### src/rtl/cpu_control_unit.sv
`default_nettype none
// ============================================================================
// Module  : cpu_control_unit
// Brief   : Multi-cycle fetch/decode/execute sequencer for the 8-bit CPU.
// Rev     : 1.0  initial release
// ============================================================================
module cpu_control_unit #(
    parameter int WIDTH = 8,
    parameter int NREGS = 4
) (
    input  logic             clk,
    input  logic             rst_n,
    output logic [WIDTH-1:0] imem_addr,
    output logic             imem_en,
    input  logic [WIDTH-1:0] imem_data,
    output logic [2:0]       alu_opcode,
    output logic [WIDTH-1:0] alu_a,
    output logic [WIDTH-1:0] alu_b,
    input  logic [WIDTH-1:0] alu_res,
    input  logic             alu_zero,
    input  logic             alu_overflow,
    output logic [WIDTH-1:0] out_data,
    output logic             out_valid,
    input  logic             out_ready,
    output logic             zf,
    output logic             vf,
    output logic [WIDTH-1:0] pc,
    output logic             halted
);

    typedef enum logic [2:0] {
        S_FETCH    = 3'd0,
        S_DECODE   = 3'd1,
        S_EXEC     = 3'd2,
        S_OPND     = 3'd3,
        S_OUT_WAIT = 3'd4,
        S_HALT     = 3'd5
    } state_t;

    localparam logic [2:0] c_OP_ADD  = 3'd0;
    localparam logic [2:0] c_OP_AND  = 3'd1;
    localparam logic [2:0] c_OP_NOT  = 3'd2;
    localparam logic [2:0] c_OP_LDI  = 3'd3;
    localparam logic [2:0] c_OP_JZ   = 3'd4;
    localparam logic [2:0] c_OP_OUT  = 3'd5;
    localparam logic [2:0] c_OP_NOP  = 3'd6;
    localparam logic [2:0] c_OP_HALT = 3'd7;

    state_t           state_q;
    logic [WIDTH-1:0] pc_q;
    logic [WIDTH-1:0] ir_q;
    logic [WIDTH-1:0] rf_q [NREGS];
    logic             zf_q;
    logic             vf_q;
    logic             out_valid_q;
    logic [WIDTH-1:0] out_data_q;
    logic             halted_q;

    logic [2:0] w_op;
    logic [1:0] w_rd;
    logic [1:0] w_rs;
    logic       w_alu_exec;
    logic       w_opnd_fetch;
    logic       w_unused_ir0;

    assign w_op         = ir_q[7:5];
    assign w_rd         = ir_q[4:3];
    assign w_rs         = ir_q[2:1];
    assign w_unused_ir0 = ir_q[0];

    // ADD/AND/NOT share the low opcode values, so "op <= NOT" selects ALU ops.
    assign w_alu_exec   = (state_q == S_EXEC) && (w_op <= c_OP_NOT);
    assign w_opnd_fetch = (state_q == S_EXEC) && ((w_op == c_OP_LDI) || (w_op == c_OP_JZ));

    assign imem_en    = (state_q == S_FETCH) || w_opnd_fetch;
    assign imem_addr  = pc_q;
    assign alu_opcode = w_alu_exec ? w_op : 3'b000;
    assign alu_a      = w_alu_exec ? rf_q[w_rd] : '0;
    assign alu_b      = w_alu_exec ? rf_q[w_rs] : '0;

    assign pc        = pc_q;
    assign zf        = zf_q;
    assign vf        = vf_q;
    assign out_valid = out_valid_q;
    assign out_data  = out_data_q;
    assign halted    = halted_q;

    always_ff @(posedge clk) begin
        if (!rst_n) begin
            state_q     <= S_FETCH;
            pc_q        <= '0;
            ir_q        <= '0;
            zf_q        <= 1'b0;
            vf_q        <= 1'b0;
            out_valid_q <= 1'b0;
            out_data_q  <= '0;
            halted_q    <= 1'b0;
            for (int i = 0; i < NREGS; i++) begin
                rf_q[i] <= '0;
            end
        end else begin
            case (state_q)
                S_FETCH: begin
                    state_q <= S_DECODE;
                end
                S_DECODE: begin
                    ir_q    <= imem_data;
                    pc_q    <= pc_q + 1'b1;
                    state_q <= S_EXEC;
                end
                S_EXEC: begin
                    case (w_op)
                        c_OP_ADD, c_OP_AND, c_OP_NOT: begin
                            rf_q[w_rd] <= alu_res;
                            zf_q       <= alu_zero;
                            vf_q       <= alu_overflow;
                            state_q    <= S_FETCH;
                        end
                        c_OP_LDI, c_OP_JZ: begin
                            state_q <= S_OPND;
                        end
                        c_OP_OUT: begin
                            out_data_q  <= rf_q[w_rd];
                            out_valid_q <= 1'b1;
                            state_q     <= S_OUT_WAIT;
                        end
                        c_OP_NOP: begin
                            state_q <= S_FETCH;
                        end
                        default: begin
                            halted_q <= 1'b1;
                            state_q  <= S_HALT;
                        end
                    endcase
                end
                S_OPND: begin
                    if (w_op == c_OP_LDI) begin
                        rf_q[w_rd] <= imem_data;
                        pc_q       <= pc_q + 1'b1;
                    end else if (zf_q) begin
                        pc_q <= imem_data;
                    end else begin
                        pc_q <= pc_q + 1'b1;
                    end
                    state_q <= S_FETCH;
                end
                S_OUT_WAIT: begin
                    if (out_ready) begin
                        out_valid_q <= 1'b0;
                        state_q     <= S_FETCH;
                    end
                end
                S_HALT: begin
                    state_q <= S_HALT;
                end
                default: begin
                    state_q <= S_FETCH;
                end
            endcase
        end
    end

endmodule
`default_nettype wire

### config.mk
export PLATFORM = sky130hd
export DESIGN_NAME = cpu_control_unit
export DESIGN_NICKNAME = d
export VERILOG_FILES = /design/src/rtl/cpu_control_unit.sv
export SDC_FILE = /design/constraint.sdc
export NUM_CORES = 1
export LEC_CHECK = 0
export CORE_ASPECT_RATIO = 0.8
export CORE_MARGIN = 2
export CORE_UTILIZATION = 52
export CTS_CLUSTER_SIZE = 8
export DETAILED_ROUTE_END_ITERATION = 8
export PLACE_DENSITY = 0.81
export SLEW_MARGIN = 15
export SYNTH_ARGS = -nofsm -noshare
export SYNTH_HDL_FRONTEND = slang
export SYNTH_SLANG_ARGS = --single-unit
### constraint.sdc
create_clock -name clk -period 6.3 [get_ports clk]
set_input_delay 1.575 -clock clk [delete_from_list [all_inputs] [get_ports clk]]
set_output_delay 1.575 -clock clk [all_outputs]
set_load 0.01 [all_outputs]
==> Implementation_results.wiki <==
{| class="wikitable"
! Metric !! Value
|-
| Status || completed
|-
| Post-synth net total || 325
|-
| Power per unit of standard cell area || 229 nW/um^2
|-
| Most common library cells after synthesis || sky130_fd_sc_hd__nor2_1 (36), sky130_fd_sc_hd__dfxtp_1 (34), sky130_fd_sc_hd__edfxtp_1 (32), sky130_fd_sc_hd__nand2_1 (24), sky130_fd_sc_hd__mux2i_1 (23)
|-
| Reported max-cap violation count || 0
|-
| Largest net degree at the start of global routing || 26
|-
| Clock latency on the worst-skew pair || 0.35 ns
|-
| TritonCTS clock tree || yes
|-
| Number of port buffers || 67
|-
| Area share of the largest cell type after synthesis || 28.7%
|-
| Count of yosys warnings during synthesis || 0
|-
| Die height || 75.8 um
|-
| Total detailed-routing wirelength || 8.15 mm
|-
| Via count of the first global-routing pass || 2,432
|-
| Overall Power || 965 uW
|-
| CTS H-tree lvls || 3
|-
| WL per Instance || 18.2 um
|-
| Gpl congestion || 0.912
|-
| Clock slew at reported path FFs || 0.07 ns
|-
| Number of sinks driven by the clock tree || 66
|-
| Path type of the worst setup path || flop to primary output
|-
| Hold wc startpoint || out_data[2]
|-
| Count of flip-flops with a built-in enable after synthesis || 32
|-
| HPWL after DPL || 5.85 mm
|-
| Share of the clock period used by the worst path || 71.0%
|-
| Share of final-layout standard cells stronger than drive strength 1 || 11.5%
|-
| Hold_buf cts || 0
|-
| Type of element capturing the critical path || primary output
|-
| Initial DRC count || 221
|-
| Mapped cell area || 3350 um^2
|-
| Hold WC Path Type || flop to flop
|-
| Clk Tree Root Cell || sky130_fd_sc_hd__clkbuf_8
|-
| Proportion of register bits with asynchronous set or reset after synthesis || 0%
|-
| First-pass GRT wire length || 12.7 mm
|-
| Most area-consuming cells after synthesis || sky130_fd_sc_hd__edfxtp_1 (29%), sky130_fd_sc_hd__dfxtp_1 (20%), sky130_fd_sc_hd__mux4_2 (11%), sky130_fd_sc_hd__mux2i_1 (6.9%), sky130_fd_sc_hd__nor2_1 (4.0%)
|-
| Most common cell in the netlist || sky130_fd_sc_hd__nor2_1
|-
| Maximum VDD drop || 0.172 mV
|-
| Cell with the biggest individual delay on the critical path || sky130_fd_sc_hd__dfxtp_1
|-
| Gate Count Post-Synth || 303
|-
| Number of nets in the finished design || 381
|-
| Delay of the slowest critical-path stage || 0.64 ns
|-
| Routed vias/inst || 5.82
|-
| Type of element launching the critical path || flop
|-
| Std-Cell Core Area || 6310 um^2
|-
| Grt ovf || 0
|-
| Diode insertion count for antenna repair || 0
|-
| Number of antenna violations at the first check in global routing || 0
|-
| Ys flop type || sky130_fd_sc_hd__dfxtp_1
|-
| Max-slew violation count || 0
|-
| CP Data Required Time || 4.72 ns
|-
| Placement Setup Slack || 1.85 ns
|-
| Buffer count from post-CTS setup fixing || 0
|-
| Overall routing resource usage || 24.3%
|-
| Post-route worst setup slack || 1.83 ns
|-
| Chip width || 93.7 um
|-
| Post-route ant nets || 0
|-
| Combined buffer and inverter count along the critical path || 1
|-
| Final hold viol count || 0
|-
| Leak || 0.00150 uW
|-
| Final critical path time including I/O delays and setup || 4.47 ns
|-
| Setup repair after global routing missed its margin || false
|-
| Average cell area after synthesis || 11.1 um^2
|-
| Layout Skew || 0.00730 ns
|-
| Final setup violation count || 0
|-
| Achievable clock frequency || 224 MHz
|-
| Setup crit start || state_q[1]
|-
| Worst reg2reg path startpoint || state_q[0]
|-
| Data arrival, critical path || 2.90 ns
|-
| Area growth from synthesis to final layout || 26.0%
|-
| Number of rows created at floorplan || 26
|-
| Via count of the routed design || 2,606
|-
| Drt drc || 0
|-
| Distinct cell type count of the synthesized netlist || 44
|-
| Sequential share of the synthesized area || 49.0%
|-
| I/O pin count || 69
|-
| Maximum fanout encountered on the critical timing path || 21
|-
| Rel. slew slack || 38.7%
|-
| Resize count post-CTS || 0
|-
| Maximum clock path buffer count || 2
|-
| Cell family with most CP delay || simple AND/OR/NAND/NOR gates
|-
| Initial Utilization || 53.1%
|-
| Number of synthesized register bits || 66
|-
| Fin Setup TNS || 0 ns
|-
| Cell type with the highest aggregate area in the netlist || sky130_fd_sc_hd__edfxtp_1
|-
| Worst Tran Pin Value || 0.920 ns
|-
| First-pass iteration count of the detailed router || 5
|-
| Critical Path, Cell by Cell || or3b_4 -> nor3b_4 -> and2_1 -> clkdlybuf4s50_1
|-
| Cts bufs inserted || 9
|-
| Die area || 7110 um^2
|}
-- power breakdown --
part	internal [uW]	switching, uW	leakage, uW
combinational	65.3	59.8	0.000788
sequential	469	25.7	0.000607
clock	186	159	0.000108
-- metrics by stage --
step	utilization (%)	instance area (um^2)	hold WS [ns]	std cells
2_1_floorplan	-	3350	0.453	303
3_3_place_gp	63.7	4020	0.453	432
3_5_place_dp	63.7	4020	0.482	432
4_1_cts	66.8	4220	0.500	448
5_1_grt	66.9	4220	0.519	448
6_report	66.9	4220	0.495	448
-- state kept, by name (all words and copies together), names as in the netlist, named ones only --
| name | cells |
|---|---|
| vf | 1 |
| state_q | 3 |
| rf_q | 32 |
| out_valid | 1 |
| zf | 1 |
| out_data | 8 |
| halted | 1 |
| ir_q | 7 |
| imem_addr | 8 |
-- area by class of cell --
cell class / instances / area [um^2]
repair buffers: 71 / 701
multi-input cells: 209 / 1570
clock inverters: 4 / 21.3
well taps: 84 / 105
clock buffers: 12 / 176
fillers: 483 / 2090
flip-flops and latches: 66 / 1640
inverters: 2 / 7.51
-- kinds of logic after synthesis --
group                    Yosys count  share of synthesized area, %
AND/OR/NAND/NOR                  114                          18.1
flip-flops                        66                          49.0
AO/OA/AOI/OAI                     54                          10.3
adder cells (fa/ha/maj)            1                         0.373
other                              1                         0.112
multiplexers                      39                          17.6
buffers and inverters             28                          4.48
-- tightest hold or removal path, cell delays in order, from the launching register on --
cell and delay [ns]:
sky130_fd_sc_hd__dfxtp_1 0.33, sky130_fd_sc_hd__mux2i_1 0.06, sky130_fd_sc_hd__nor2_1 0.07
-- cell usage in the layout, fill, tap and decap left out, types with 2 or more instances in the layout --
cell,count
sky130_fd_sc_hd__clkdlybuf4s50_1,67
sky130_fd_sc_hd__mux2i_1,23
sky130_fd_sc_hd__nor2_1,36
sky130_fd_sc_hd__mux4_2,16
sky130_fd_sc_hd__and4_1,2
sky130_fd_sc_hd__dfxtp_1,34
sky130_fd_sc_hd__o21ai_0,11
sky130_fd_sc_hd__o21a_1,4
sky130_fd_sc_hd__edfxtp_1,32
sky130_fd_sc_hd__buf_4,4
sky130_fd_sc_hd__nor2b_1,4
sky130_fd_sc_hd__and2_1,18
sky130_fd_sc_hd__nand4_1,2
sky130_fd_sc_hd__nand2_1,24
sky130_fd_sc_hd__clkbuf_8,11
sky130_fd_sc_hd__a21oi_1,19
sky130_fd_sc_hd__a22o_1,8
sky130_fd_sc_hd__nand2b_1,3
sky130_fd_sc_hd__nor3_1,3
sky130_fd_sc_hd__clkinv_2,3
sky130_fd_sc_hd__o22ai_1,4
sky130_fd_sc_hd__nand3_1,2
sky130_fd_sc_hd__and2b_1,8
sky130_fd_sc_hd__a211oi_1,2
sky130_fd_sc_hd__or3_1,2
-- path summary, 6_finish.rpt --
| kind | to | slack (ns) | depth (start not counted) |
|---|---|---|---|
| setup reg to reg | rf_q[3][6] | 3.20 | 5 |
| setup / recovery | alu_opcode[1] | 1.83 | 4 |
| hold / removal | out_data[2] | 0.50 | 2 |
| hold reg to reg | out_data[2] | 0.50 | 2 |
-- metal layers --
metal | GRT usage [%] | wire (um) | vias to the layer above
met4 | 7.09 | 136 | 0
li1 | - | - | 1205
met1 | 34.2 | 3580 | 1253
met3 | 6.82 | 730 | 15
met5 | 0 | 0 | -
met2 | 37.5 | 3700 | 133
Note: power is estimated with default switching activity, not from simulation.
